==> config.mk <==
export PLATFORM = sky130hd
export DESIGN_NAME = pipe_last_arbiter
export DESIGN_NICKNAME = d
export VERILOG_FILES = /design/src/rtl/pipe_arb_pkg.sv /design/src/rtl/rr_pick.sv /design/src/rtl/pipe_last_arbiter.sv
export SDC_FILE = /design/constraint.sdc
export NUM_CORES = 1
export LEC_CHECK = 0
export CORE_AREA = 2 2 77 79
export CTS_CLUSTER_SIZE = 20
export DETAILED_ROUTE_END_ITERATION = 10
export DIE_AREA = 0 0 79 81
export DONT_BUFFER_PORTS = 1
export SLEW_MARGIN = 20
export SYNTH_ARGS = -nofsm -noshare
export SYNTH_HDL_FRONTEND = slang
export SYNTH_SLANG_ARGS = --single-unit
==> constraint.sdc <==
create_clock -name CLK -period 2.15 [get_ports CLK]
set_input_delay 0.1075 -clock CLK [delete_from_list [all_inputs] [get_ports CLK]]
set_output_delay 0.1075 -clock CLK [all_outputs]
set_load 0.03 [all_outputs]
==> src/rtl/pipe_arb_pkg.sv <==
// Shared types and helpers for the message-granular round-robin arbiter.
package pipe_arb_pkg;

    typedef enum logic [0:0] {
        ARB_IDLE   = 1'b0,
        ARB_LOCKED = 1'b1
    } arb_state_e;

    // Index width for an N-way selector, never narrower than one bit.
    function automatic int idx_width(input int n);
        if (n <= 2) begin
            return 1;
        end else begin
            return $clog2(n);
        end
    endfunction

endpackage

==> src/rtl/rr_pick.sv <==
// Combinational N-way round-robin picker: first set request at or after ptr, wrapping.
module rr_pick
    import pipe_arb_pkg::*;
#(
    parameter int N     = 4,
    parameter int IDX_W = idx_width(N)
) (
    input  logic [N-1:0]     req,
    input  logic [IDX_W-1:0] ptr,
    output logic             valid,
    output logic [IDX_W-1:0] idx
);

    logic [2*N-1:0] dbl_s;
    int             j_s;

    // Rotate so ptr lands at bit 0; scanning downward leaves the lowest rotated bit as winner.
    always_comb begin
        dbl_s = {req, req} >> ptr;
        valid = 1'b0;
        idx   = {IDX_W{1'b0}};
        j_s   = 0;
        for (int i = N - 1; i >= 0; i--) begin
            if (dbl_s[i]) begin
                valid = 1'b1;
                j_s   = int'(ptr) + i;
                if (j_s >= N) begin
                    j_s = j_s - N;
                end else begin
                    j_s = j_s;
                end
                idx = IDX_W'(j_s);
            end else begin
                valid = valid;
            end
        end
    end

endmodule

==> src/rtl/pipe_last_arbiter.sv <==
// Round-robin arbiter sharing one PipeInLast consumer among N producers, locked per message.
module pipe_last_arbiter
    import pipe_arb_pkg::*;
#(
    parameter int N     = 4,
    parameter int width = 32,
    parameter int CNT_W = 16,
    localparam int IDX_W = idx_width(N)
) (
    input  logic               CLK,
    input  logic               nRST,
    input  logic [N-1:0]       in_req,
    input  logic [N-1:0]       in_enq__ENA,
    input  logic [N*width-1:0] in_enq_v,
    input  logic [N-1:0]       in_enq_last,
    output logic [N-1:0]       in_enq__RDY,
    output logic               out_enq__ENA,
    output logic [width-1:0]   out_enq_v,
    output logic               out_enq_last,
    input  logic               out_enq__RDY,
    output logic               busy,
    output logic [IDX_W-1:0]   owner,
    output logic [CNT_W-1:0]   beat_cnt,
    output logic               err
);

    arb_state_e       state_r, state_nxt_s;
    logic [IDX_W-1:0] owner_r, owner_nxt_s;
    logic [IDX_W-1:0] rr_ptr_r, rr_ptr_nxt_s;
    logic [CNT_W-1:0] beat_cnt_r, beat_cnt_nxt_s;
    logic             err_r, err_nxt_s;
    logic             pick_valid_s;
    logic [IDX_W-1:0] pick_idx_s;
    logic [N-1:0]     rdy_s;
    logic             own_ena_s, own_last_s, xfer_s;
    logic [width-1:0] own_v_s;

    rr_pick #(.N(N), .IDX_W(IDX_W)) u_pick (
        .req   (in_req),
        .ptr   (rr_ptr_r),
        .valid (pick_valid_s),
        .idx   (pick_idx_s)
    );

    // Owner-selected beat mux and ready fan-out; only the owner ever sees ready.
    always_comb begin
        own_ena_s  = 1'b0;
        own_last_s = 1'b0;
        own_v_s    = {width{1'b0}};
        rdy_s      = {N{1'b0}};
        for (int i = 0; i < N; i++) begin
            if (owner_r == IDX_W'(i)) begin
                own_ena_s  = in_enq__ENA[i];
                own_last_s = in_enq_last[i];
                own_v_s    = in_enq_v[i*width +: width];
                rdy_s[i]   = (state_r == ARB_LOCKED) ? out_enq__RDY : 1'b0;
            end else begin
                rdy_s[i] = 1'b0;
            end
        end
    end

    // A beat only moves when the owner offers it and the consumer is ready.
    assign xfer_s        = (state_r == ARB_LOCKED) & own_ena_s & out_enq__RDY;
    assign in_enq__RDY   = rdy_s;
    assign out_enq__ENA  = xfer_s;
    assign out_enq_v     = xfer_s ? own_v_s : {width{1'b0}};
    assign out_enq_last  = xfer_s & own_last_s;
    assign busy          = (state_r == ARB_LOCKED);
    assign owner         = owner_r;
    assign beat_cnt      = beat_cnt_r;
    assign err           = err_r;

    // Next-state: grant in IDLE, count beats and release on last in LOCKED.
    always_comb begin
        state_nxt_s    = state_r;
        owner_nxt_s    = owner_r;
        rr_ptr_nxt_s   = rr_ptr_r;
        beat_cnt_nxt_s = beat_cnt_r;
        // Beats offered without ready are dropped and flagged until reset.
        err_nxt_s      = err_r | (|(in_enq__ENA & ~rdy_s));
        case (state_r)
            ARB_IDLE: begin
                if (pick_valid_s) begin
                    state_nxt_s    = ARB_LOCKED;
                    owner_nxt_s    = pick_idx_s;
                    beat_cnt_nxt_s = {CNT_W{1'b0}};
                end else begin
                    state_nxt_s = ARB_IDLE;
                end
            end
            ARB_LOCKED: begin
                if (xfer_s) begin
                    if (beat_cnt_r != {CNT_W{1'b1}}) begin
                        beat_cnt_nxt_s = beat_cnt_r + {{(CNT_W-1){1'b0}}, 1'b1};
                    end else begin
                        beat_cnt_nxt_s = beat_cnt_r;
                    end
                    if (own_last_s) begin
                        state_nxt_s = ARB_IDLE;
                        if (owner_r == IDX_W'(N - 1)) begin
                            rr_ptr_nxt_s = {IDX_W{1'b0}};
                        end else begin
                            rr_ptr_nxt_s = IDX_W'(int'(owner_r) + 1);
                        end
                    end else begin
                        state_nxt_s = ARB_LOCKED;
                    end
                end else begin
                    state_nxt_s = ARB_LOCKED;
                end
            end
            default: begin
                state_nxt_s = ARB_IDLE;
            end
        endcase
    end

    // State and debug registers.
    always_ff @(posedge CLK or negedge nRST) begin
        if (!nRST) begin
            state_r    <= ARB_IDLE;
            owner_r    <= {IDX_W{1'b0}};
            rr_ptr_r   <= {IDX_W{1'b0}};
            beat_cnt_r <= {CNT_W{1'b0}};
            err_r      <= 1'b0;
        end else begin
            state_r    <= state_nxt_s;
            owner_r    <= owner_nxt_s;
            rr_ptr_r   <= rr_ptr_nxt_s;
            beat_cnt_r <= beat_cnt_nxt_s;
            err_r      <= err_nxt_s;
        end
    end

endmodule

Yosys cells after proc, flatten, opt, wreduce, memory -nomap -nowiden
Cells that the tools add are included.

operators by class
  $add $sub $neg = 9
  order comparisons = 4
  equal/unequal tests = 7
  shift-type cells = 1
  multiplexer cells = 39
  bitwise logic cells = 7
  reductions and logical operators = 5

operators with widths
  kind                                                 count
  2-to-1 mux 32 bit                                    5
  2-to-1 mux 16 bit                                    3
  one-hot mux 16 bit (2 select lines)                  1
  2-to-1 mux 1 bit                                     20
  2-to-1 mux 2 bit                                     9
  adder 16 x 1 -> 16 bit, second input constant        1
  != test 16 bit, second input constant                1
  >= comparator 3 bit, second input constant           3
  >> shifter 8 x 2 -> 4 bit                            1
  subtractor 2 x 1 -> 2 bit, second input constant     4
  adder 2 x 2 -> 3 bit, second input constant          2
  AND reduction 3 bit                                  2
  AND 4 bit                                            1
  equality test 2 bit, second input constant           2
  != test 2 x 1 -> 1 bit, second input constant        2
  inverter 4 bit                                       1
  OR reduction 4 bit                                   1
  adder 2 x 1 -> 3 bit, second input constant          1
  AND 1 bit                                            3
  >= comparator 2 x 3 -> 1 bit, second input constant  1
  adder 2 x 1 -> 2 bit, second input constant          1
  equality test 2 x 1 -> 1 bit, second input constant  1
  zero test 2 bit                                      1
  != test 2 bit, second input constant                 1
  other kinds (4)                                      4

word-level totals
  register bits = 22
  bits of input ports = 143
  word-level logic and storage cells = 77

Logic depth before layout (Yosys ltp)
Gate-level depths: netlist of run 1.

  depth after elaboration = 9
  mapped depth = 11
  mapped depth without buffers = 8

Cells and area by module
A second synthesis of run 1 with hierarchy kept.

unflattened totals
  cell total of the unflattened synthesis = 359
  area total of the unflattened synthesis = 2481.1 um2

by module, submodules not included
  module             times used  cells an instance  area an instance (um2)  sequential area each (um2)
  pipe_last_arbiter  1           344                2403.6                  550.5
  rr_pick            1           15                 77.6                    0.0

Worst setup path before layout of run 1
Ideal clock, no wire load.

  path kind = flip-flop to output port
  start point = register owner_r[1] (netlist: owner[1])
  end point = output port out_enq_v[10]
  data arrival time = 2.369 ns
  required time = 2.043 ns
  path slack = -0.327 ns
  cell stages (with the launch flop) = 12
  cell sequence = dfrtp_1 -> inv_1 -> ha_1 -> buf_6 -> nor2b_4 -> buf_6 -> a21oi_2 -> or2_1 -> buf_6 -> buf_2 -> buf_2 -> nor2_1

between the ends
  cells in the longest elaborated chain, start to end = 8
  elaborated cells between the ends (all ways) = 15
  those cells by class = eq/ne (3); mux (9); bitwise (2); reduce/logical (1)

ends and longest elaborated chain
  element                         RTL line                  text
  from (decl)                     pipe_last_arbiter.sv:28   logic [IDX_W-1:0] owner_r, owner_nxt_s;
  from (signal assigned)          pipe_last_arbiter.sv:123  owner_r <= {IDX_W{1'b0}};
  from (signal assigned)          pipe_last_arbiter.sv:129  owner_r <= owner_nxt_s;
  zero test 2 bit                 pipe_last_arbiter.sv:52   if (owner_r == IDX_W'(i)) begin
  2-to-1 mux 1 bit (4 in series)  pipe_last_arbiter.sv:52
  AND 1 bit (2 in series)         pipe_last_arbiter.sv:64   assign xfer_s = (state_r == ARB_LOCKED) & own_ena_s & out_enq__RDY;
  2-to-1 mux 32 bit (*)           pipe_last_arbiter.sv:67   assign out_enq_v = xfer_s ? own_v_s : {width{1'b0}};
  to (decl)                       pipe_last_arbiter.sv:18   output logic [width-1:0] out_enq_v,

Mark *: on every way between the ends. The rest lies on a longest branch, timed or not.

Worst setup path after layout of run 1
  start point = register owner_r[0] (netlist: owner[0])
  end point = output port out_enq_v[0]

Same word-level chain as after synthesis.

==> results of run 1 <==
==> critical path, delay by kind of cell (launching register included) <==
family / cells / cell delay, ns
simple gates: 3 / 0.64
flops: 1 / 0.47
buf+inv: 2 / 0.35
compound gates: 2 / 0.21
fa+ha+maj: 1 / 0.14
==> where the power goes <==
group	switching, mW	leakage (nW)	total, mW	internal (mW)
clock	0.138	0.0288	0.301	0.163
combinational	2.35	0.849	3.57	1.22
sequential	0.0761	0.287	0.551	0.474
==> cells in the final DEF (no fill, tap or decap), types with 2 or more instances in the layout <==
cell type / synthesis / layout
nand4_1: 5 / 5
inv_2: 1 / 2
dfrtp_1: 22 / 20
a221oi_1: 33 / 31
nand3_1: 8 / 8
or4_1: 4 / 4
nor3_1: 37 / 34
o31ai_1: 6 / 6
a21oi_2: 1 / 8
inv_1: 13 / 9
ha_4: 0 / 4
o21ai_0: 2 / 2
buf_12: 0 / 2
dlygate4sd3_1: 0 / 4
nor2_1: 69 / 37
a311oi_1: 2 / 2
a221oi_2: 0 / 2
buf_4: 0 / 38
and2_1: 2 / 2
mux2i_1: 4 / 4
mux2_2: 2 / 2
clkbuf_8: 0 / 4
nor2_4: 0 / 32
and3_1: 2 / 2
inv_4: 0 / 2
a21oi_1: 41 / 34
dfrtp_2: 0 / 2
nor3_2: 0 / 2
o211ai_1: 2 / 2
or3_1: 2 / 2
nand2_1: 16 / 16
buf_6: 3 / 4
nor4_1: 4 / 4
and4_1: 3 / 3
==> path summary, 6_finish.rpt <==
kind,end,depth (start not counted),start,slack [ns]
min in group asynchronous,beat_cnt[12]$_DFFE_PN0P_,2,nRST,0.34
max reg2reg,beat_cnt[4]$_DFFE_PN0P_,8,owner[0]$_DFFE_PN0P_,0.01
min reg2reg,rr_ptr_r[0]$_DFFE_PN0P_,1,rr_ptr_r[0]$_DFFE_PN0P_,0.60
min,err$_DFF_PN0_,2,in_enq__ENA[2],0.003
max,out_enq_v[0],8,owner[0]$_DFFE_PN0P_,-0.03
max in group asynchronous,owner[1]$_DFFE_PN0P_,2,nRST,1.42
==> cell families after synthesis <==
logic type | Yosys count
simple gates | 159
buf+inv | 47
flops | 22
fa+ha+maj | 5
compound gates | 101
mux | 6
==> state kept, by name, summed over array words and instances (netlist names) <==
signal and cells:
err 1, rr_ptr_r 2, owner 2, busy 1
beat_cnt 16
==> layout make-up <==
| cell class | instances | share of cell area, % |
|---|---|---|
| Clock buffer | 4 | 1.75 |
| Tap cell | 75 | 2.99 |
| Sequential cell | 22 | 17.6 |
| Inverter | 14 | 1.95 |
| Timing Repair Buffer | 49 | 13.2 |
| Multi-Input combinational cell | 271 | 62.5 |
==> Yosys cell counts (all sizes together), types with 2 or more instances <==
| library cell | n |
|---|---|
| nor3 | 37 |
| and2 | 3 |
| mux2i | 4 |
| or4 | 4 |
| nand4 | 5 |
| and3 | 2 |
| o21ai | 3 |
| inv | 14 |
| clkbuf | 20 |
| nor2 | 69 |
| nand3 | 8 |
| a221oi | 33 |
| mux2 | 2 |
| or3 | 2 |
| a21oi | 42 |
| o31ai | 6 |
| o211ai | 2 |
| nor4 | 4 |
| dfrtp | 22 |
| and4 | 3 |
| nand2 | 16 |
| ha | 5 |
| or2 | 2 |
| buf | 13 |
| a311oi | 2 |
==> metal layers <==
layer	vias up	wire length, um
li1	1328	-
met1	1328	3700
met2	155	4150
met3	10	721
met4	0	60
met5	-	0
==> through the flow <==
step | hold slack, ns | area [um2] | utilization, % | instances | setup slack, ns
2_1_floorplan | -0.188 | 2620 | - | 340 | -0.0479
3_3_place_gp | -0.188 | 2870 | 50.5 | 422 | 0.102
3_5_place_dp | -0.188 | 2870 | 50.5 | 422 | 0.0569
4_1_cts | 0.00234 | 3000 | 52.8 | 431 | -0.0691
5_1_grt | 0.0362 | 3140 | 55.4 | 435 | -0.136
6_report | 0.00281 | 3140 | 55.4 | 435 | -0.0327
==> timing repair <==
item,CTS,global route
endpoints found under the hold margin,23,22
setup endpoints to repair,31,39
pin swaps,5,17
gates resized for setup,7,22
hold buffers,4,1
setup buffers,1,3
==> results.cfg, run 1 <==
[placement]
hpwl_um = 6660
io_buffers = 0
gp_congestion = 0.817

[status]
violations = setup timing
status = complete, but fails checks

[timing]
fin_crit_sh_pct = 102
slew_headroom_pct = 64.9
fmax_ghz = 0.458
finalHoldViolations = 0
rsz0062_at_grt = yes
clock_skew_ns = 0.00295
final-setup-viol-count = 5
setup_tns_ns = -0.0781
timing.final.ws_setup_ns = -0.0327
slew_viol_final = 0
worst_pin_slew_ns = 0.526
layout_min_cycle_time_ns = 2.18

[cts]
htree_levels = 1
cts_tree = yes
cts_buffer_depth = 2
clk_pin_slew_worst_paths_ns = 0.08
insertion_delay_ns = 0.26
cts_root_buf = clkbuf_8
numCtsBuffers = 3
cts.sinks = 22

[die]
die_y_um = 81
core-area_um2 = 5680
start_util_pct = 41.5
num_rows = 28
die_x_um = 79
ios = 201
dieArea_um2 = 6400

[layout]
nFillCells = 557
seqCellArea_um2 = 553
multi_input_area_um2 = 1960
layout-drive-gt1-share_pct = 31.7
nNetsFinal = 509
synthToLayoutAreaGrowth_pct = 33.3
diodes = 0

[global_route]
grt-ovfl-total = 0
grt_pass1_wl_um = 11900
grt_usage_pct = 23.6
grt_use_met2_pct = 38.1
antenna_found_initial = 0
busiest_layer = met2
grt_max_degree = 53
use_met3_pct = 3.33
grt_pass1_vias = 2280
use_met1_pct = 34.0

[detailed_routing]
drtAntennaViolNets = 0
drt_iter0_drc = 152
viasPerCell = 6.49
drc = 0
first_pass_iters = 5
avgRoutedWirePerCell_um = 19.9
vias = 2821
wirelength_um = 8640

[synth]
synth_largest_area_cell = dfrtp_1
synth_xor_xnor_area_share_pct = 0
synth.area.top_cells = dfrtp_1 23%, a221oi_1 12%, nor2_1 11%
synth_cells = 340
synth.avg_cell_area_um2 = 6.93
synth-adder-area-share_pct = 2.65
synth_top_cell_area_share_pct = 23.4
netlist_area_um2 = 2360
synth_compound_area_share_pct = 30.6
ys_ff_latch = 22
synth_ff_type = dfrtp_1
synth.distinct_cells = 49
post_synth_and_or_nand_nor_area_fraction_pct = 31.9
ys_seq_area_share_pct = 23.4
async_flop_share_pct = 100
yosysWarnings = 0
synth_edf_count = 0
synth_top_family_by_area = simple AND/OR/NAND/NOR gates
synth_nets = 488
synth_mux_area_share_pct = 2.65

[worst_setup_path]
end_kind = output pin
max_stage_delay_ns = 0.47
worstPathRequired_ns = 2.04
worst_path_max_delay_cell = dfrtp_2
path_cells = inv_4, ha_4, nor2b_4, buf_4, a221oi_1, nor3_2, a21oi_1, nor2_4
crit_fanout = 15
startpoint_type = flip-flop
crit_arrival_ns = 2.08
critPathKind = reg -> out

[power_and_ir_drop]
p_leak_nw = 1.17
powerDensity_nw_per_um2 = 1410
p_total_mw = 4.43
peakVddDrop_v = 0.000688

[min_path]
hold_path_class = in -> reg

[run]
maxCapViolations = 0
Power figures use the tool's default switching activity.
==> run 2: changes to the inputs <==
- CORE_AREA: 2 2 77 79 -> 2 2 78 80
- DIE_AREA: 0 0 79 81 -> 0 0 80 82
- clock period: 2.15 -> 2.1 ns (I/O delays scaled with it)
==> run 2 against run 1 <==
  * The flow still finishes with violations (setup timing)
  * Cell count up 3.9%
  * Die area increased by 2.5%
  * Clock power fell by 12%
  * Critical endpoint is now beat_cnt[4]$_DFFE_PN0P_
  * Highest routed layer is now met3
==> results.cfg, run 2 (synthesized netlist as in run 1, its figures left out) <==
[worst_setup_path]
end_kind = flip-flop
reg2reg_setup_slack_ns = -0.1
crit_fanout = 6
worstPathRequired_ns = 2.29
startpoint_type = flip-flop
crit_arrival_ns = 2.39
critPathKind = reg -> reg

[die]
ios = 201
dieArea_um2 = 6560
core-area_um2 = 5750
die_y_um = 82
num_rows = 28
start_util_pct = 41.0
die_x_um = 80

[run]
maxCapViolations = 0

[cts]
numCtsBuffers = 3
cts.sinks = 22
insertion_delay_ns = 0.26
clk_pin_slew_worst_paths_ns = 0.08
cts_buffer_depth = 2
cts_tree = yes
htree_levels = 1
cts_root_buf = clkbuf_8

[status]
status = complete, but fails checks
violations = setup timing

[layout]
finish.utilization_pct = 61.4
fin_cells = 452
largest_reg_flops = 16
final_cell_mix = 42 x buf_4, 37 x nor2_1, 33 x nor3_1, 30 x nor2_4, 26 x a21oi_1
layout-drive-gt1-share_pct = 41.9
synthToLayoutAreaGrowth_pct = 49.7
nNetsFinal = 527
final_common_cell = buf_4
diodes = 0

[power_and_ir_drop]
p_int_mw = 2.38
peakVddDrop_v = 0.000740
p_sw_share_pct = 54.5
powerDensity_nw_per_um2 = 1490
comb_power_share_pct = 84.2
p_sw_mw = 2.86
p_seq_share_pct = 10.8
clkPwrFrac_pct = 5.1
p_leak_nw = 1.35

[global_route]
grt_pass1_vias = 2517
grt_pass1_wl_um = 12500
antenna_found_initial = 0
grt-ovfl-total = 0
grt_max_degree = 43
grt_usage_pct = 24.0

[timing]
timing.final.ws_setup_ns = -0.0982
layout_min_cycle_time_ns = 2.20
final-setup-viol-count = 35
finalHoldViolations = 0
clock_skew_ns = 0.00310
fin_crit_sh_pct = 105
slew_headroom_pct = 65.5
slew_viol_final = 0
rsz0062_at_grt = yes
worst_pin_slew_ns = 0.517
fin_hold_ws_ns = 0.00636
fmax_ghz = 0.455

[detailed_routing]
first_pass_iters = 4
viasPerCell = 6.42
wirelength_um = 9410
avgRoutedWirePerCell_um = 20.8
drt_iter0_drc = 152
drtAntennaViolNets = 0
vias = 2900
drc = 0

[placement]
gp_congestion = 0.880
pre_cts_ws_ns = -0.0765
dp_cells = 430
io_buffers = 0
hpwl_um = 6760

[min_path]
hold_path_class = in -> reg
-- run 2: critical path, stage by stage, from the launching register on --
cell	delay, ns
dfrtp_2	0.47
inv_4	0.11
ha_4	0.14
nor2b_4	0.21
a21oi_2	0.09
or2_4	0.28
buf_12	0.14
buf_8	0.13
or4_4	0.43
a21oi_4	0.13
-- run 2: worst paths after layout --
path	start	end	cells past startpoint
max	owner[0]$_DFFE_PN0P_	beat_cnt[4]$_DFFE_PN0P_	9
min	in_enq__ENA[1]	err$_DFF_PN0_	2
max reg2reg	owner[0]$_DFFE_PN0P_	beat_cnt[4]$_DFFE_PN0P_	9
min reg2reg	rr_ptr_r[0]$_DFFE_PN0P_	rr_ptr_r[0]$_DFFE_PN0P_	1
max in group asynchronous	nRST	owner[1]$_DFFE_PN0P_	2
min in group asynchronous	nRST	beat_cnt[1]$_DFFE_PN0P_	2
-- run 2: repair_timing --
action / in CTS / in global routing
hold endpoints to repair: 23 / 22
pin swaps: 12 / 30
buffers inserted: 8 / 6
endpoints found under the setup margin: 40 / 45
gates resized for setup: 22 / 51
cloned: 0 / 2
hold buffers: 3 / 1
-- run 2: layer usage --
layer	vias to the layer above	track usage, %	part of all wire, %	wire, um
met3	0	5.82	8.8	823
met4	0	2.03	0	0
met1	1400	31.0	41	3850
met5	-	0	0	0
met2	147	42.2	50	4730
li1	1353	-	-	-
-- run 2: layout make-up --
| type | instances | area (um2) |
|---|---|---|
| fill | 535 | 2220 |
| multi-input combinational | 271 | 2100 |
| timing repair buffer | 67 | 682 |
| sequential | 22 | 553 |
| tap | 75 | 93.8 |
| inverter | 14 | 60.1 |
| clock buffer | 3 | 41.3 |
-- run 2: power by group through the flow --
stage | Sequential (mW) | Combinational (mW) | Clock [mW]
6_report | 0.566 | 4.41 | 0.265
5_1_grt | 0.574 | 4.71 | 0.290
4_1_cts | 0.564 | 3.88 | 0.268
3_5_place_dp | 0.551 | 3.52 | 0
3_3_place_gp | 0.550 | 3.47 | 0
2_1_floorplan | 0.641 | 2.75 | 0
-- run 2: through the flow --
stage	cell area, um2	power [mW]	setup TNS (ns)
final	3530	5.24	-2.24
after global routing	3530	5.58	-5.69
after CTS	3220	4.71	-0.503
after detailed placement	2940	4.07	-0.546
after global placement	2940	4.02	-0.160
after floorplan	2630	3.39	-1.08
